==> src/rtl/scan_chain_host.sv <==
// scan_chain_host
//
// Purpose: host-side controller for a processor scan chain.
// One "exchange" shifts CHAIN_LEN bits through the chain. Bits to load come
// in a byte stream, and bits captured from the chain go out in a byte stream.
// Both streams are LSB-first: stream bit n is the nth bit shifted.
// The chain only advances while a byte is actually shifting. A stall on
// either stream therefore freezes the chain in place.
//
// Parameters:
//   CHAIN_LEN    total scan chain length in bits (1..65535)
//
// Ports:
//   clk          single clock shared with the processor
//   rst          synchronous active-high reset
//   start        request one full chain exchange (only honoured in IDLE)
//   run          host request to let the processor execute
//   in_data      byte to shift into the chain
//   in_valid     in_data is valid
//   in_ready     controller is ready to accept a byte
//   out_data     byte captured from the chain
//   out_valid    out_data is valid
//   out_ready    consumer accepts out_data
//   busy         exchange in progress (state is not IDLE)
//   done         one-cycle pulse when an exchange completes
//   scan_enable  to the processor's scan_enable
//   scan_out     to the processor's scan_in
//   scan_in      from the processor's scan_out
//   proc_en      to the processor's proc_en (combinational)

module scan_chain_host #(
  parameter int CHAIN_LEN = 2096
) (
  input  logic       clk,
  input  logic       rst,
  input  logic       start,
  input  logic       run,
  input  logic [7:0] in_data,
  input  logic       in_valid,
  output logic       in_ready,
  output logic [7:0] out_data,
  output logic       out_valid,
  input  logic       out_ready,
  output logic       busy,
  output logic       done,
  output logic       scan_enable,
  output logic       scan_out,
  input  logic       scan_in,
  output logic       proc_en
);

  // 16 bits is enough to hold CHAIN_LEN itself (max 65535).
  // The counter therefore reaches the final value without wrapping.
  localparam int CNT_W = 16;
  localparam logic [CNT_W-1:0] TOTAL_BITS = CNT_W'(CHAIN_LEN);
  localparam logic [CNT_W-1:0] LAST_BIT   = CNT_W'(CHAIN_LEN - 1);

  typedef enum logic [2:0] {
    IDLE,
    LOAD,
    SHIFT,
    EMIT,
    DONE
  } state_t;

  state_t           state;
  state_t           state_next;

  logic [CNT_W-1:0] bit_cnt;
  logic [7:0]       tx;
  logic [7:0]       rx;
  logic [2:0]       bit_idx;
  logic             shift_last;
  logic             chain_done;

  // Every byte starts on a multiple of 8.
  // The low counter bits are therefore the bit position inside the current byte.
  assign bit_idx = bit_cnt[2:0];

  // A byte ends after its 8th bit or at the last chain bit, whichever comes first.
  // This gives the short final byte when CHAIN_LEN is not a multiple of 8.
  assign shift_last = (bit_idx == 3'd7) || (bit_cnt == LAST_BIT);

  assign chain_done = (bit_cnt == TOTAL_BITS);

  // State register.
  always_ff @(posedge clk) begin
    if (rst) begin
      state <= IDLE;
    end else begin
      state <= state_next;
    end
  end

  // Next-state and output decode.
  // scan_enable is asserted only in SHIFT, so a stall never moves the chain.
  // in_ready (LOAD) and out_valid (EMIT) come from different states and can
  // never be high together.
  always_comb begin
    state_next  = state;
    in_ready    = 1'b0;
    out_valid   = 1'b0;
    scan_enable = 1'b0;
    scan_out    = 1'b0;
    done        = 1'b0;

    case (state)
      IDLE: begin
        if (start) begin
          state_next = LOAD;
        end
      end

      LOAD: begin
        in_ready = 1'b1;
        if (in_valid) begin
          state_next = SHIFT;
        end
      end

      SHIFT: begin
        scan_enable = 1'b1;
        scan_out    = tx[0];
        if (shift_last) begin
          state_next = EMIT;
        end
      end

      EMIT: begin
        out_valid = 1'b1;
        if (out_ready) begin
          state_next = chain_done ? DONE : LOAD;
        end
      end

      DONE: begin
        done       = 1'b1;
        state_next = IDLE;
      end

      default: begin
        state_next = IDLE;
      end
    endcase
  end

  // Datapath: TX shift register, RX capture register and the chain bit counter.
  // RX is cleared when each byte is loaded. Bits past the end of a short final
  // byte therefore read back as 0.
  always_ff @(posedge clk) begin
    if (rst) begin
      tx      <= '0;
      rx      <= '0;
      bit_cnt <= '0;
    end else begin
      if (state == IDLE) begin
        if (start) begin
          bit_cnt <= '0;
        end
      end else if (state == LOAD) begin
        if (in_valid) begin
          tx <= in_data;
          rx <= '0;
        end
      end else if (state == SHIFT) begin
        tx          <= {1'b0, tx[7:1]};
        rx[bit_idx] <= scan_in;
        bit_cnt     <= bit_cnt + CNT_W'(1);
      end
    end
  end

  assign out_data = rx;
  assign busy     = (state != IDLE);

  // The processor must not run during an exchange.
  // Gating on start as well keeps it halted on the very cycle an exchange is requested.
  assign proc_en  = run & (state == IDLE) & ~start;

endmodule

==> config.mk <==
export PLATFORM = sky130hd
export DESIGN_NAME = scan_chain_host
export DESIGN_NICKNAME = d
export VERILOG_FILES = /design/src/rtl/scan_chain_host.sv
export SDC_FILE = /design/constraint.sdc
export NUM_CORES = 1
export LEC_CHECK = 0
export ABC_AREA = 1
export BUFFER_PORTS_ARGS = -buffer_cell sky130_fd_sc_hd__buf_2
export CELL_PAD_IN_SITES_DETAIL_PLACEMENT = 1
export CELL_PAD_IN_SITES_GLOBAL_PLACEMENT = 2
export CORE_UTILIZATION = 32
export CTS_BUF_LIST = sky130_fd_sc_hd__clkbuf_4 sky130_fd_sc_hd__clkbuf_8 sky130_fd_sc_hd__clkbuf_16
export CTS_CLUSTER_DIAMETER = 120
export DETAILED_ROUTE_END_ITERATION = 7
export GPL_TIMING_DRIVEN = 0
export HOLD_SLACK_MARGIN = 0.08
export PLACE_DENSITY = 0.94
export SKIP_LAST_GASP = 1
export SYNTH_ARGS = -nofsm -noshare
export SYNTH_HDL_FRONTEND = slang
export SYNTH_SLANG_ARGS = --single-unit
==> constraint.sdc <==
create_clock -name clk -period 2.5 [get_ports clk]
set_input_delay 0.25 -clock clk [delete_from_list [all_inputs] [get_ports clk]]
set_output_delay 0.25 -clock clk [all_outputs]
set_load 0.03 [all_outputs]
Word level (Yosys, flattened, before mapping)
Index checks and enable logic that the tools add are counted.
{"block": "classes", "add_sub_neg": 1, "order_cmp": 2, "n_eq_ne": 12, "muxes": 24, "n_bitwise": 4, "n_reduce_logical": 9}
{"operator": "$mux W16", "count": 4}
{"operator": "$mux W8", "count": 6}
{"operator": "$eq A16 B12 Y1 const B", "count": 2}
{"operator": "$add A16 B1 Y16 const B", "count": 1}
{"operator": "$mux W3", "count": 5}
{"operator": "$pmux W3 S4", "count": 1}
{"operator": "$ne A2 B2 Y1 const B", "count": 5}
{"operator": "$bwmux W8", "count": 1}
{"operator": "$eq A3 B2 Y1 const B", "count": 2}
{"operator": "$eq A3 B3 Y1 const B", "count": 2}
{"operator": "$mux W1", "count": 6}
{"operator": "$reduce_and A3 Y1", "count": 2}
{"operator": "$lt A3 B4 Y1 const B", "count": 1}
{"operator": "$reduce_and A4 Y1", "count": 1}
{"operator": "$reduce_bool A2 Y1", "count": 2}
{"operator": "$demux W1 S3", "count": 1}
{"operator": "$eq A3 B1 Y1 const B", "count": 1}
{"operator": "$ge A3 B1 Y1 const B", "count": 1}
{"operator": "$logic_not A3 Y1", "count": 1}
{"operator": "$reduce_bool A3 Y1", "count": 1}
{"operator": "$and A1 B1 Y1", "count": 2}
{"operator": "$not A1 Y1", "count": 2}
{"operator": "$logic_and A1 B1 Y1", "count": 1}
{"operator": "$logic_or A1 B1 Y1", "count": 1}
{"block": "word_totals", "ff_bits": 35, "elab_cells": 56}

Depth between registers and ports, before layout
{"block": "depth", "word_depth": 7, "ltp_mapped": 10}

Worst setup path before layout
Ideal clock, no wire load.
{"block": "synth_timing", "kind": "register -> register", "start": "reg state[0]", "end": "reg bit_cnt[6]", "t_arrival_ps": 1295, "required_time_ps": 2374, "path_slack_ps": 1078, "path_stages_with_launch": 7, "synth_period_minus_slack_ps": 1422, "path_cell_list": "dfxtp_1 nor2_4 nand2_1 o21ai_2 inv_2 o21ai_0 a21oi_1"}
{"block": "synth_via", "elab_chain_len": 3, "word_cells_on_any_way": 8}
{"item": "from (decl)", "line_no": "66", "rtl": "state_t state;"}
{"item": "from (signal assigned)", "line_no": "91", "rtl": "state <= state_next;"}
{"item": "$eq A3 B1 Y1 (tied with other cells)", "line_no": "160", "rtl": "end else if (state == LOAD) begin"}
{"item": "$ne A2 B2 Y1 (no line) or $reduce_bool A2 Y1 (tied branches)"}
{"item": "$reduce_and A3 Y1 (no line)"}
{"item": "to (signal assigned)", "line_no": "168", "rtl": "bit_cnt <= bit_cnt + CNT_W'(1);"}
{"item": "to (decl)", "line_no": "69", "rtl": "logic [CNT_W-1:0] bit_cnt;"}
Several ways; a longest one is shown, not always the timed one.
A chain may end at the register's enable or synchronous reset.

Worst setup path in the final report
{"block": "layout_timing", "start": "reg state[0]", "end": "out in_ready"}
{"block": "layout_via", "elab_chain_len": 2}
{"item": "$eq A3 B1 Y1", "line_no": "107", "rtl": "case (state)"}
{"item": "$mux W1", "line_no": "107"}
{"item": "to (decl)", "line_no": "40", "rtl": "output logic in_ready,"}
Every way passes these cells.

==> metrics.cfg <==
[logic_synthesis]
synth_edf_count = 0
postSynthNetCount = 308
synthArstFlopShare_pct = 0
synth.yosys.seq_area_share_pct = 36.9
per_instance_average_area_after_synthesis_um2 = 6.55
synth.cell_area_um2 = 1900
yosysWarnings = 0
netlist_instances = 290
yosys_register_bits = 35
synth.lib_cells_used.distinct = 29
ys_dominant_reg_cell = sky130_fd_sc_hd__dfxtp_1

[clocking]
ctsRootBufferMaster = sky130_fd_sc_hd__clkbuf_8
clock_sink_count = 35
cts_made_buffers = 5
ctsHtreeMaxLevel = 2
cts_hold_buffers = 0
cts_post_setup_buffers_inserted = 0
post_cts_resized = 0
cts_tree = done
insertion_delay_ns = 0.29
clk_path_buf_depth = 2
clk_transition_reported_paths_ns = 0.07

[final_layout]
fillCellCount = 768
final_layout_size_suffix_gt1_share_pct = 18.1
antenna_cells_inserted = 0
nNetsFinal = 344
layout.cells.most_common_list = 69 x sky130_fd_sc_hd__nand2_1, 37 x sky130_fd_sc_hd__a21oi_1, 35 x sky130_fd_sc_hd__dfxtp_1
layout.cells.most_common = sky130_fd_sc_hd__nand2_1
multi_input_comb_area_um2 = 1000
layout-area-overhead-vs-synth_pct = 18.0
regArea_um2 = 701

[job]
max_cap_violations = 0

[placed_design]
detailed_placer_s_ending_hpwl_um = 3770
finalWeightedCongestion = 0.784
dp_slack_ns = 0.925
port_buffers = 29

[setup_path]
regToRegSetupSlack_ns = 0.93
crit_type = flop to output pin
worst-path-stages = 4
worstPathMaxFanout = 10
timing.critical_path.cells = nand3_4, inv_2, buf_4, buf_2
worst_r2r_path_depth = 8
regToRegStartpoint = bit_cnt[2]$_SDFFE_PP0P_
cp-end-kind = output pin
critical_path_required_ns = 2.25
critical_path.max_stage_delay_ns = 0.52
reg2reg_to = bit_cnt[15]$_SDFFE_PP0P_
gate_family_responsible_for_the_most_delay_along_the_worst_path = buffers and inverters
worst-endpoint-arrival_ns = 1.56
critical_path.n_buffers_inverters = 3
critical_path.startpoint_type = flop
cp_max_delay_cell = sky130_fd_sc_hd__dfxtp_1

[route]
detailedRoute.firstIterationViolations = 55
routed_wire_length_per_instance_um = 12.5
antenna_violating_nets_post_route = 0
route.final.wire_length_um = 4970
vias = 1920
detailedRoute.firstPassIterationCount = 4
number_of_design_rule_violations_left_after_detail_routing = 0
post_drt_via_cell_ratio = 4.82

[power]
worst_vdd_rail_ir_drop_uv = 517
leakagePower_nw = 0.964
powerDensity_nw_per_um2 = 927
post-layout-total-power_w = 0.00208

[die]
rows = 27
design.portCount = 30
core_area_um2 = 5610
die_height_um = 79.1
initial_cell_density_of_the_core_pct = 33.9
dieArea_um2 = 6250
die_w_um = 79.1

[sta]
worst_pin_slew_ns = 0.483
skew_ns = 0.0108
hold_violations = 0
min_period_over_period_pct = 72.5
final_setup_violating_endpoints = 0
timing.final.ws_setup_ns = 0.689
post-route-min-period_ns = 1.81
fin_setup_tns_ns = 0
drv_slew = 0
hold_slack_ns = 0.245
rsz0062_at_grt = false
max_freq_mhz = 552
slew_headroom_pct = 67.8

[hold_path]
worstHoldEndpoint = tx[7]$_SDFFE_PP0P_
hold_path_class = input port to flop
min-delay-start = in_data[7]
hold_path_cell_cnt = 3

[global_routing]
grt_max_degree = 11
first_pass_grt_wire_length_um = 8450
gr_util_all_layers_pct = 17.2
grt-ovfl-total = 0
initial_antenna_violation_count = 0
first_global_vias = 1902

[status]
run_status = finished clean

[state kept, by name (all words and copies together), names as in the netlist]
| signal | flops |
|---|---|
| state | 3 |
| tx | 8 |
| bit_cnt | 16 |
| out_data | 8 |
[Yosys cell counts (2+ instances only)]
library cell               number  share of area, %
sky130_fd_sc_hd__o21ai_2        2              0.92
sky130_fd_sc_hd__o21ai_0        8               2.1
sky130_fd_sc_hd__ha_1           3               2.0
sky130_fd_sc_hd__dfxtp_1       35                37
sky130_fd_sc_hd__buf_2          4               1.1
sky130_fd_sc_hd__nand2_1       69                14
sky130_fd_sc_hd__or2_0          4               1.3
sky130_fd_sc_hd__nand2_2        3              0.99
sky130_fd_sc_hd__o21ai_1        3              0.79
sky130_fd_sc_hd__nor2_1        33               6.5
sky130_fd_sc_hd__nand4_1        8               2.6
sky130_fd_sc_hd__a21oi_1       37               9.7
sky130_fd_sc_hd__clkbuf_1       2              0.40
sky130_fd_sc_hd__inv_1         33               6.5
sky130_fd_sc_hd__buf_4          2              0.79
sky130_fd_sc_hd__nor2_2         3              0.99
sky130_fd_sc_hd__nor3_1        14               3.7
sky130_fd_sc_hd__inv_2          4              0.79
sky130_fd_sc_hd__nand3_1       13               3.4
[metrics by stage]
stage	std cells	cell area, um^2	util [%]
floorplan	290	1900	-
global placement	391	2140	38.1
detailed placement	391	2140	38.1
CTS	398	2240	40.0
global route	398	2240	40.0
finish	398	2240	40.0
[worst register-to-register path, stage by stage (launching register included)]
cell                      delay [ns]
sky130_fd_sc_hd__dfxtp_1        0.34
sky130_fd_sc_hd__buf_2          0.20
sky130_fd_sc_hd__nand2_1        0.11
sky130_fd_sc_hd__nor2_2         0.15
sky130_fd_sc_hd__nand2_1        0.08
sky130_fd_sc_hd__nor2_2         0.18
sky130_fd_sc_hd__nand2_2        0.13
sky130_fd_sc_hd__nor3b_1        0.20
sky130_fd_sc_hd__nor2_1         0.07
[report_power, final]
| part | internal, W | total [W] | switching [W] |
|---|---|---|---|
| Sequential | 0.000614 | 0.000664 | 0.0000496 |
| Clock | 0.000303 | 0.000513 | 0.000210 |
| Combinational | 0.000275 | 0.000901 | 0.000626 |
| Total | 0.00119 | 0.00208 | 0.000885 |
[how the worst max path moves through the flow]
| stage | start | endpoint | slack, ns |
|---|---|---|---|
| 2_1_floorplan | state[0]$_SDFFE_PP0P_ | bit_cnt[6]$_SDFFE_PP0P_ | 1.08 |
| 3_3_place_gp | bit_cnt[2]$_SDFFE_PP0P_ | bit_cnt[15]$_SDFFE_PP0P_ | 0.95 |
| 3_5_place_dp | bit_cnt[2]$_SDFFE_PP0P_ | bit_cnt[15]$_SDFFE_PP0P_ | 0.93 |
| 4_1_cts | state[0]$_SDFFE_PP0P_ | in_ready | 0.69 |
| 5_1_grt | state[0]$_SDFFE_PP0P_ | in_ready | 0.60 |
| 6_report | state[0]$_SDFFE_PP0P_ | in_ready | 0.69 |
[cells by family after synthesis]
logic type	count (synthesis)	share of synthesized area [%]
AO/OA/AOI/OAI	52	14.4
adder cells (fa/ha/maj)	3	1.98
buffers and inverters	47	10.5
flip-flops	35	36.9
AND/OR/NAND/NOR	153	36.3
[layout make-up]
cell class | instances | area share, %
multi-input cells | 208 | 44.6
clock buffers | 6 | 3.40
clock inverters | 1 | 1.34
flip-flops and latches | 35 | 31.3
inverters | 38 | 6.47
plain buffers | 9 | 2.40
repair buffers | 29 | 6.47
well taps | 72 | 4.02
[routing by layer]
layer  track usage (%)  wire length, um  share of wire (%)
met4              6.36               84                1.7
met1              23.2             2570                 52
met2              27.0             2170                 44
met5                 0                0                  0
met3              3.33              144                2.9
Note: power is estimated with default switching activity, not from simulation.
